File: config.mk
export PLATFORM = sky130hd
export DESIGN_NAME = cpu_memory_stage
export DESIGN_NICKNAME = d
export VERILOG_FILES = /design/src/rtl/cpu_memory_stage.sv
export SDC_FILE = /design/constraint.sdc
export NUM_CORES = 1
export LEC_CHECK = 0
export ABC_AREA = 1
export CAP_MARGIN = 20
export CORE_MARGIN = 5
export CORE_UTILIZATION = 26
export CTS_CLUSTER_DIAMETER = 200
export CTS_CLUSTER_SIZE = 10
export DETAILED_ROUTE_END_ITERATION = 10
export PLACE_DENSITY = 0.65
export SLEW_MARGIN = 20
export SYNTH_ARGS = -nofsm -noshare
export SYNTH_HDL_FRONTEND = slang
export SYNTH_SLANG_ARGS = --single-unit
File: constraint.sdc
create_clock -name i_clock -period 1.7 [get_ports i_clock]
set_clock_uncertainty 0.15 [all_clocks]
set_input_delay 0.34 -clock i_clock [delete_from_list [all_inputs] [get_ports i_clock]]
set_output_delay 0.34 -clock i_clock [all_outputs]
set_load 0.02 [all_outputs]
File: src/rtl/cpu_memory_stage.sv
// cpu_memory_stage: memory pipeline stage between execute and writeback; performs load/store/flush on the data bus.
// Ports: i_clock, i_reset_n (sync, active-low); i_data execute record in, o_data writeback record out (registered);
//   o_bus_* / i_bus_rdata / i_bus_ready data bus; o_busy stall to upstream; o_raw load-use hazard against
//   i_rs1_index / i_rs2_index; o_fault sticky fault on bad width (or misalignment).
// Build option: define CPU_MEMORY_MISALIGN_FAULT_EN to fault on misaligned half/word accesses instead of
//   forcing them aligned.
package cpu_memory_pkg;
  typedef struct packed {
    logic [3:0]  tag;
    logic [4:0]  inst_rd;
    logic [31:0] rd;
    logic [31:0] mem_address;
    logic        mem_read;
    logic        mem_write;
    logic        mem_flush;
    logic [2:0]  mem_width;
    logic        mem_signed;
  } execute_data_t;
  typedef struct packed {
    logic [3:0]  tag;
    logic [4:0]  inst_rd;
    logic [31:0] rd;
  } memory_data_t;
endpackage

module cpu_memory_stage
  import cpu_memory_pkg::*;
(
  input  logic          i_clock,
  input  logic          i_reset_n,
  output logic          o_fault,
  output logic          o_busy,
  output logic          o_raw,
  input  logic [4:0]    i_rs1_index,
  input  logic [4:0]    i_rs2_index,
  input  execute_data_t i_data,
  output logic          o_bus_request,
  output logic          o_bus_rw,
  output logic          o_bus_flush,
  output logic [31:0]   o_bus_address,
  output logic [3:0]    o_bus_wmask,
  output logic [31:0]   o_bus_wdata,
  input  logic [31:0]   i_bus_rdata,
  input  logic          i_bus_ready,
  output memory_data_t  o_data
);
  typedef enum logic {IDLE, ACCESS} state_t;
  state_t state_q, state_d;
  logic fault_q, fault_d, req_q, req_d, rw_q, rw_d, flush_q, flush_d, read_q, read_d, sign_q, sign_d;
  logic [31:0] addr_q, addr_d, wdata_q, wdata_d;
  logic [3:0] wmask_q, wmask_d, tag_q, tag_d;
  logic [2:0] width_q, width_d, w;
  logic [1:0] off_q, off_d, a, off;
  logic [4:0] dst_q, dst_d;
  memory_data_t data_q, data_d;
  logic is_mem, accept, bad;
  logic [31:0] v, load_val;

  assign w = i_data.mem_width;
  assign a = i_data.mem_address[1:0];
  assign is_mem = i_data.mem_read | i_data.mem_write | i_data.mem_flush;
  assign accept = (i_data.tag != data_q.tag) && state_q == IDLE && !fault_q;
`ifdef CPU_MEMORY_MISALIGN_FAULT_EN
  assign bad = !(w == 3'd1 || w == 3'd2 || w == 3'd4) || (w == 3'd2 && a[0]) || (w == 3'd4 && a != 2'd0);
  assign off = a;
`else
  assign bad = !(w == 3'd1 || w == 3'd2 || w == 3'd4);
  // misaligned halves/words are silently snapped to their natural boundary
  assign off = w == 3'd4 ? 2'd0 : w == 3'd2 ? {a[1], 1'b0} : a;
`endif
  // load data is shifted down to the addressed byte lane before extension
  assign v = i_bus_rdata >> {off_q, 3'b000};
  assign load_val = width_q == 3'd1 ? {{24{sign_q & v[7]}}, v[7:0]}
                  : width_q == 3'd2 ? {{16{sign_q & v[15]}}, v[15:0]} : v;

  assign o_fault       = fault_q;
  assign o_busy        = state_q == ACCESS || fault_q || ((i_data.tag != data_q.tag) && is_mem);
  assign o_raw         = state_q == ACCESS && read_q && dst_q != 5'd0 && (dst_q == i_rs1_index || dst_q == i_rs2_index);
  assign o_bus_request = req_q;
  assign o_bus_rw      = rw_q;
  assign o_bus_flush   = flush_q;
  assign o_bus_address = addr_q;
  assign o_bus_wmask   = wmask_q;
  assign o_bus_wdata   = wdata_q;
  assign o_data        = data_q;

  always_comb begin
    state_d = state_q;
    fault_d = fault_q;
    req_d = req_q;
    rw_d = rw_q;
    flush_d = flush_q;
    read_d = read_q;
    sign_d = sign_q;
    addr_d = addr_q;
    wdata_d = wdata_q;
    wmask_d = wmask_q;
    tag_d = tag_q;
    width_d = width_q;
    off_d = off_q;
    dst_d = dst_q;
    data_d = data_q;
    if (accept) begin
      if (!is_mem) data_d = {i_data.tag, i_data.inst_rd, i_data.rd};
      else if (bad) fault_d = 1'b1;
      else begin
        state_d = ACCESS;
        req_d = 1'b1;
        flush_d = i_data.mem_flush;
        read_d = !i_data.mem_flush && i_data.mem_read;
        rw_d = !i_data.mem_flush && !i_data.mem_read && i_data.mem_write;
        addr_d = {i_data.mem_address[31:2], 2'b00};
        wmask_d = !rw_d ? 4'b0000 : w == 3'd1 ? 4'b0001 << off : w == 3'd2 ? 4'b0011 << off : 4'b1111;
        wdata_d = w == 3'd1 ? {4{i_data.rd[7:0]}} : w == 3'd2 ? {2{i_data.rd[15:0]}} : i_data.rd;
        sign_d = i_data.mem_signed;
        width_d = w;
        off_d = off;
        dst_d = i_data.inst_rd;
        tag_d = i_data.tag;
      end
    end else if (state_q == ACCESS && i_bus_ready) begin
      state_d = IDLE;
      req_d = 1'b0;
      data_d = {tag_q, read_q ? dst_q : 5'd0, read_q ? load_val : 32'd0};
    end
  end

  always_ff @(posedge i_clock) begin
    if (!i_reset_n) begin
      state_q <= IDLE;
      fault_q <= 1'b0;
      req_q <= 1'b0;
      rw_q <= 1'b0;
      flush_q <= 1'b0;
      read_q <= 1'b0;
      sign_q <= 1'b0;
      addr_q <= '0;
      wdata_q <= '0;
      wmask_q <= '0;
      tag_q <= '0;
      width_q <= '0;
      off_q <= '0;
      dst_q <= '0;
      data_q <= '0;
    end else begin
      state_q <= state_d;
      fault_q <= fault_d;
      req_q <= req_d;
      rw_q <= rw_d;
      flush_q <= flush_d;
      read_q <= read_d;
      sign_q <= sign_d;
      addr_q <= addr_d;
      wdata_q <= wdata_d;
      wmask_q <= wmask_d;
      tag_q <= tag_d;
      width_q <= width_d;
      off_q <= off_d;
      dst_q <= dst_d;
      data_q <= data_d;
    end
  end
endmodule

# Word level (Yosys, flattened, before mapping)
# Cells that the tools add are included.
# word_totals
out_inout_bits,115
regBits,127
wordCells,78
inputBits,125
# classes
reduce_logical,24
muxes,18
n_eq_ne,11
shifts,3
bitwise_logic,6
# ops
cell,count
32-bit two-way mux,5
41-bit two-way mux,3
32-bit by 5-bit right shift with 32-bit output,1
4-bit two-way mux,3
5-bit == test,2
1-bit logical AND,10
3-bit AND reduction,3
"3-bit by 1-bit == test with 1-bit output, second input constant",2
"3-bit by 2-bit == test with 1-bit output, second input constant",2
1-bit logical OR,5
1-bit two-way mux,5
5-bit two-way mux,1
5-bit nonzero test,1
"2-bit inequality test, second input constant",2
4-bit inequality test,1
"1-bit by 2-bit left shift with 4-bit output, first input constant",1
"2-bit by 2-bit left shift with 4-bit output, first input constant",1
"3-bit == test, second input constant",1
1-bit zero test,3
1-bit AND,2
2-bit two-way mux,1
"2-bit by 1-bit inequality test with 1-bit output, second input constant",1
1-bit inverter,2
1-bit bitwise OR,2
2 further kinds,2

# Logic depth before layout (Yosys ltp)
# Gate-level depths: netlist of the first run.
# depth
depth_word,7
mapped_depth,12
depth_no_buf,11

# Least setup slack after synthesis of the first run
# OpenSTA, ideal clock, no wires.
# synth_path
path_type,input-to-reg
from,input i_data[1] (netlist bit)
to,"register wmask_q[2], in the netlist o_bus_wmask[2]"
arrival_ns,1.513
setup_ns,0.121
path_stages,8
setup_slack_ns,-0.083
path_buffers,1
required_time_ns,1.429
cell_sequence,inv_1 -> nand3_1 -> clkbuf_1 -> nand3_1 -> ha_1 -> o22ai_1 -> nand3b_1 -> a21oi_1
# synth_via
elab_chain_cells,7
word_cells_on_any_way,13
classes_between,eq/ne (3); shift (2); mux (5); reduce/logical (3)
# synth_rtl
item,line_no,source
"start, declared",36,"input execute_data_t i_data,"
3-bit by 2-bit == test with 1-bit output,"67, 69, 113",
1-bit two-way mux,69,"assign off = w == 3'd4 ? 2'd0 : w == 3'd2 ? {a[1], 1'b0} : a;"
2-bit two-way mux,69,
2-bit by 2-bit left shift with 4-bit output,113,wmask_d = !rw_d ? 4'b0000 : w == 3'd1 ? 4'b0001 << off : w == 3'd2 ? 4'b0011 << off : 4'b1111;
4-bit two-way mux (3 in series),113,
"end signal, assigned",155,wmask_q <= wmask_d;
"end, declared",51,"logic [3:0] wmask_q, wmask_d, tag_q, tag_d;"
# Several ways; a longest one is shown, not always the timed one.
# A chain may end at the register's enable or synchronous reset.

# Worst setup path in the final report of the first run
# layout_path
from,register data_q (netlist bit o_data[38])
to,register data_q (netlist bit o_data[18])
# layout_via
elab_chain_cells,5
word_cells_on_any_way,7
classes_between,eq/ne (2); mux (1); reduce/logical (4)
# layout_rtl
item,line_no,source
"start, declared",55,"memory_data_t data_q, data_d;"
"start signal, assigned",160,data_q <= data_d;
4-bit inequality test *,62,assign accept = (i_data.tag != data_q.tag) && state_q == IDLE && !fault_q;
1-bit logical AND * (2 in series),62,
2-bit inequality test (no line) / 2-bit nonzero test (equally long branches),n/a,
2-bit AND reduction (no line),n/a,
# Every way passes the cells marked *; elsewhere a longest branch is shown, timed or not.

==> key figures, run 1 <==
Finish
  – NumNets Final: about 1400
  – Area of the multi-input gates: 0.00481 mm²
  – Sequential cell area: about 0.0026 mm²
  – Number of fill cells: ~2300
  – Area delta synth->final: 97.3%
  – Layout cells sized above 1: between 30% and 40%
  – Final core occ: a little over half

Clocking
  – CTS buffer count: 17
  – Clock Root Buffer: clkbuf_16
  – Deepest clock path buffer count: 2
  – TritonCTS clock tree: built
  – Worst-Skew Late Latency: about 0.43 ns
  – Clock sink total: roughly 130
  – Post-CTS Hold Fix Bufs: 0
  – Clk slew on worst S/H paths: 0.06 ns
  – H-tree depth: 4

Place
  – GPL Wtd Cong: 0.856
  – Count of input and output buffers: 237
  – DP Wirelength: 18700 µm

Synthesis
  – Mapped Area: 0.00640 mm²
  – Number of distinct library cells after synthesis: 35
  – Dominant cell type by area after synthesis: dfxtp_1
  – Dominant cells by area after synthesis: dfxtp_1 40%, nor2_1 14%, o21ai_0 13%, nand2_1 9.4%, a21oi_1 5.6%
  – Seq/Total Area, Yosys: a little under 40%
  – Post-Syn Area per Cell: between 6 and 7 µm²
  – Gate Count Post-Synth: 965
  – Register bit total from synthesis: 127
  – Synth Warn #: 0
  – Yosys top cell area share: between 30% and 40%

Floorplanning
  – Starting Density: about a quarter
  – Io pins: 240
  – Cell Rows: 57
  – Die X-Extent: roughly 170 µm
  – Die height: ~170 µm
  – Die area: 0.0279 mm²
  – Core area: 0.0242 mm²

Worst hold path
  – Hold crit path type: in -> reg
  – Hold path start: i_data[6]

Timing
  – Final Hold Fails: 0
  – # setup viols final: between 100 and 150
  – Max-slew violations: 0
  – FMAX: just over 0.5 GHz
  – Hold_ws: 0.110 ns
  – Final worst path period share: 117%
  – Setup TNS: -16.62 ns
  – Final setup margin: -0.282 ns
  – Unrepaired setup endpoints after global routing: true
  – Fin crit period: 1.98 ns

Routing
  – Final ANT Viol Nets: 0
  – Routed via count: 7943
  – Wire length per cell: roughly 20 µm
  – Drt first pass iters: 6
  – DR vias/cell: 4.90
  – DRC viols: 0
  – Routed wire length: around 32000 µm
  – Detailed router's first-iteration violation count: between 400 and 500

Flow run
  – Max cap viols: 0

Setup path
  – Worst EP arrival: ~2.2 ns
  – Max stage delay on crit path: approximately 0.35 ns
  – Worst setup SP type: register
  – Worst-path cell chain: inv_2 -> nand2_2 -> nand2_2 -> nor2_4 -> nand2_4 -> buf_6 -> nand3_4 -> nand2_8 -> buf_12 -> buf_12 -> buf_6 -> buf_12 -> nand2_2 -> nor2_1 -> nor2_1
  – Critical Path Fanout Max: 8
  – R2r startpoint: o_data[38]
  – CP Capture Type: register
  – Critical Setup Path Class: reg -> reg
  – CP Launch Point: o_data[38]
  – Worst endpoint required time: about 1.9 ns
  – Crit-path slowest cell: dfxtp_2

Global routing
  – First-pass GRT wire length: 47100 µm
  – Initial antenna violation count: 2
  – Vias in the first global route: about 8300
  – Largest net degree at the start of global routing: 49
  – Total grt overflow: 0
  – All-layer global routing usage: a little over a fifth

Power and ir drop
  – Pleak: 5.45 nW
  – Power Density: between 900 and 1000 mW/mm²
  – Peak supply drop: around 670 µV

Outcome
  – Status: finished with violations
  – Failing checks: negative setup slack
==> flip-flops by register name (all words and copies together), names as in the netlist <==
| signal | cells |
|---|---|
| o_fault | 1 |
| o_bus_wmask | 4 |
| o_bus_request | 1 |
| o_bus_flush | 1 |
| sign_q | 1 |
| o_bus_address | 30 |
| o_bus_wdata | 32 |
| tag_q | 4 |
| width_q | 3 |
| o_data | 41 |
| read_q | 1 |
| o_bus_rw | 1 |
| dst_q | 5 |
| off_q | 2 |
==> Yosys cell counts <==
cell	number
a21oi_1	71
buf_1	1
buf_2	23
buf_4	13
buf_6	5
clkbuf_1	24
clkinv_1	2
conb_1	1
dfxtp_1	127
ha_1	4
inv_1	47
inv_2	6
inv_4	1
mux2_2	8
nand2_1	161
nand2_2	4
nand3_1	22
nand3_2	1
nand3b_1	4
nand4_1	1
nor2_1	236
nor2_2	1
nor2_8	1
nor3_1	2
nor3_2	1
o2111ai_1	1
o211ai_1	3
o21ai_0	162
o21ai_1	7
o21bai_1	8
o22ai_1	3
or2_1	1
or2_2	4
xnor2_1	5
xor2_1	4
==> critical path: cells and delay by family (launching register included) <==
| kind | cells | cell delay [ns] |
|---|---|---|
| AND/OR/NAND/NOR | 9 | 0.71 |
| buffers and inverters | 6 | 0.70 |
| flip-flops | 1 | 0.35 |
==> worst paths after layout <==
kind / endpoint / slack [ns] / depth (start not counted)
hold / removal: read_q / 0.11 / 3
hold reg to reg: o_bus_wmask[1] / 0.32 / 2
setup / recovery: o_data[18] / -0.28 / 15
setup reg to reg: o_data[18] / -0.28 / 15
==> per-layer routing <==
layer	global-route usage, %	routed length (µm)	up-vias
met1	25.9	12600	3726
met5	0	7	-
li1	-	-	3780
met3	9.10	3400	60
met2	34.0	14700	375
met4	8.93	1050	2
==> cells by family after synthesis <==
family | Yosys count | synth area share, %
AOI/OAI and AO/OA | 255 | 20.5
xor gates and xnor gates | 9 | 1.23
DFF | 127 | 39.7
other | 1 | 0.0586
muxes | 8 | 1.41
adders and majority gates | 4 | 0.782
buffers and inverters | 122 | 8.99
and+or+nand+nor | 439 | 27.3
==> cell usage in the layout, fill, tap and decap left out, drive strengths merged <==
cell type,n
o22ai,3
or2,5
mux2,8
dlygate4sd2,94
clkbuf,32
nand3b,4
inv,57
nand3,23
nand2,165
ha,4
bufinv,1
diode,1
buf,128
xor2,4
xnor2,5
o2111ai,1
clkinv,7
nor2,238
o21bai,8
o211ai,3
nand4,1
clkdlybuf4s50,114
dfxtp,127
clkinvlp,3
nor3,3
conb,2
a21oi,71
clkdlybuf4s15,15
o21ai,169
dlymetal6s2s,1
==> power breakdown <==
group	switching, mW	leakage (nW)	internal, mW
combinational	2.42	4.14	2.01
sequential	0.262	1.05	3.30
clock	1.48	0.267	2.06
total	4.17	5.45	7.36
==> cell type report <==
cell class              count  area share [%]
clock buffers              20            3.54
well taps                 324            3.21
clock inverters            12           0.882
multi-input cells         717            38.1
diodes                      1          0.0198
flip-flops and latches    127            20.3
inverters                  56            1.80
repair buffers            364            32.2
==> repair_timing <==
item,in CTS,in global routing
cloned,30,4
buffers inserted,31,12
setup endpoints to repair,240,144
resized for setup,582,210
pin swaps,62,77
==> per-stage QoR <==
step           cell area [µm²]  std cells  total power [mW]  worst slack, ns
3_5_place_dp              9480       1530              6.50           -0.971
4_1_cts                  12200       1622              11.3           -0.275
2_1_floorplan             6410        966              5.04          0.00524
5_1_grt                  12600       1621              12.1           -0.358
3_3_place_gp              9480       1530              6.48           -0.948
6_report                 12600       1621              11.5           -0.282
Note: power is estimated with default switching activity, not from simulation.
==> run 2: changes to the inputs <==
--- a/config.mk
+++ b/config.mk
@@ -12,6 +12,7 @@
 export CTS_CLUSTER_DIAMETER = 200
 export CTS_CLUSTER_SIZE = 10
 export DETAILED_ROUTE_END_ITERATION = 10
+export GPL_TIMING_DRIVEN = 0
 export PLACE_DENSITY = 0.65
 export SLEW_MARGIN = 20
 export SYNTH_ARGS = -nofsm -noshare
==> run 2 against run 1 <==
  * The run still ends with negative setup slack left
  * Core utilization is 1.2 points lower
  * Via count shrank 1.7%
  * Routed wire length down 1.7%
  * First-iteration DRC count grew 14%
  * Global-route usage fell by 0.93 points
  * Sequential share of layout area increased by 0.55 points
  * Cell area decreased by 2.3%
  * Largest cell class unchanged
==> key figures, run 2 (synthesis results as in run 1) <==
Routing
  – Routed via count: approximately 7800
  – Drt first pass iters: 5
  – Wire length per cell: 19.4 µm
  – DRC viols: 0
  – Final ANT Viol Nets: 0
  – Routed wire length: 31200 µm
  – DR vias/cell: slightly below 5
  – Detailed router's first-iteration violation count: around 500

Global routing
  – All-layer global routing usage: 20.7%
  – Vias in the first global route: about 7800
  – Initial antenna violation count: 2
  – Largest net degree at the start of global routing: 17
  – First-pass GRT wire length: about 45000 µm
  – Total grt overflow: 0

Power and ir drop
  – Power Density: 939 mW/mm²
  – Total Power: 11.6 mW
  – Peak supply drop: between 600 and 700 µV
  – Pleak: roughly 5.3 nW

Floorplanning
  – Die X-Extent: between 150 and 200 µm
  – Starting Density: between 20% and 30%
  – Die area: approximately 0.028 mm²
  – Io pins: 240
  – Core area: about 0.024 mm²
  – Cell Rows: 57
  – Die height: around 170 µm

Setup path
  – WP buf/inv: 2
  – Critical Setup Path Class: reg -> out
  – CP Capture Type: primary output
  – Worst-path cell chain: inv_2 -> nand2_1 -> nand2_1 -> nor2_2 -> nand2_2 -> nand2_4 -> nand2_2 -> buf_6
  – Crit-path slowest cell: dfxtp_4
  – Max stage delay on crit path: between 0.3 and 0.4 ns
  – Worst endpoint required time: 1.21 ns
  – Worst setup SP type: register
  – Worst EP arrival: ~1.5 ns
  – Critical Path Fanout Max: 4
  – Crit-path leading delay family: simple AND/OR/NAND/NOR gates

Clocking
  – TritonCTS clock tree: built
  – Clock sink total: 127
  – Post-CTS Hold Fix Bufs: 0
  – Deepest clock path buffer count: 2
  – Clock Root Buffer: clkbuf_16
  – H-tree depth: 4
  – Clk slew on worst S/H paths: roughly 0.06 ns
  – CTS buffer count: 17
  – Worst-Skew Late Latency: ~0.42 ns

Outcome
  – Status: finished with violations
  – Failing checks: negative setup slack

Finish
  – Most frequent cells in the layout: 137 x nor2_1, 131 x nand2_1, 113 x clkdlybuf4s50_1, 113 x dfxtp_1, 107 x dlygate4sd2_1
  – Max reg flops: 41
  – Commonest non-fill, non-tap cell in the layout: nor2_1
  – Fin area: 0.0123 mm²
  – Area delta synth->final: 92.8%
  – NumNets Final: 1400
  – Final core occ: roughly half
  – Layout cells sized above 1: a little under two fifths

Timing
  – FMAX: around 0.52 GHz
  – Hold_ws: between 0.1 and 0.15 ns
  – Actual slew at the worst max-slew pin: just under 1 ns
  – Unrepaired setup endpoints after global routing: true
  – # setup viols final: roughly 130
  – Final setup margin: -0.238 ns
  – Fin crit period: approximately 1.9 ns
  – Final worst path period share: 114%
  – Max-slew violations: 0
  – Slew HR: 34.9%
  – Final Hold Fails: 0

Worst hold path
  – Hold crit path type: in -> reg

Place
  – Post-Place Worst Slack: -0.966 ns
  – DP Wirelength: roughly 21000 µm
  – Count of input and output buffers: 236
  – Placed inst area: 0.00917 mm²
  – GPL Wtd Cong: just under 0.9

Flow run
  – Max cap viols: 0
## run 2: changes by cell type in the layout (fill, tap and decap cells not counted), sizes merged, moves of 9 or more
cell and change:
clkdlybuf4s15 -9, clkbuf +24, dlygate4sd2 +13, buf -43
## run 2: repair_timing
| action | CTS | global route |
|---|---|---|
| hold endpoints to repair | 0 | 0 |
| buffers inserted | 20 | 10 |
| endpoints found under the setup margin | 240 | 135 |
| pin swaps | 54 | 105 |
| resized for setup | 520 | 310 |
| cloned | 19 | 8 |
## run 2: per-stage QoR
step	setup TNS (ns)	std cells
detailed placement	-83.82	1526
global placement	-82.87	1526
global route	-24.72	1610
CTS	-15.05	1596
floorplan	0	966
finish	-14.12	1610
## run 2: per-layer routing
| layer | GRT usage [%] | up-vias | wire (µm) |
|---|---|---|---|
| li1 | - | 3757 | - |
| met1 | 25.6 | 3678 | 12700 |
| met2 | 33.7 | 332 | 14900 |
| met3 | 7.25 | 43 | 2880 |
| met5 | 0 | - | 0 |
| met4 | 6.65 | 0 | 676 |
## run 2: final cells by class
| type | count | area (µm²) |
|---|---|---|
| fillers | 2280 | 11900 |
| multi-input cells | 718 | 4750 |
| repair buffers | 287 | 3080 |
| flip-flops and latches | 127 | 2570 |
| plain buffers | 62 | 657 |
| clock buffers | 21 | 470 |
| well taps | 324 | 405 |
| inverters | 56 | 234 |
| clock inverters | 11 | 138 |
| repair inverters | 2 | 32.5 |
| diodes | 2 | 5.00 |
## run 2: worst paths after layout
check             startpoint          to  slack (ns)  cells past startpoint
hold / removal     i_data[3]  width_q[2]        0.14                      3
setup / recovery  o_data[38]      o_busy       -0.24                      8
setup reg to reg  o_data[38]  o_data[20]       -0.20                     12
hold reg to reg     o_bus_rw    o_bus_rw        0.31                      2
## run 2: power by group
part / internal [mW] / total [mW] / switching [mW]
Sequential: 3.30 / 3.57 / 0.268
Clock: 2.41 / 3.87 / 1.46
Combinational: 1.84 / 4.15 / 2.30
Total: 7.56 / 11.6 / 4.03
## run 2: worst min-delay path, cell delays in order
cell and delay [ns]:
dlymetal6s2s_1 0.17, inv_2 0.11, a21oi_2 0.06
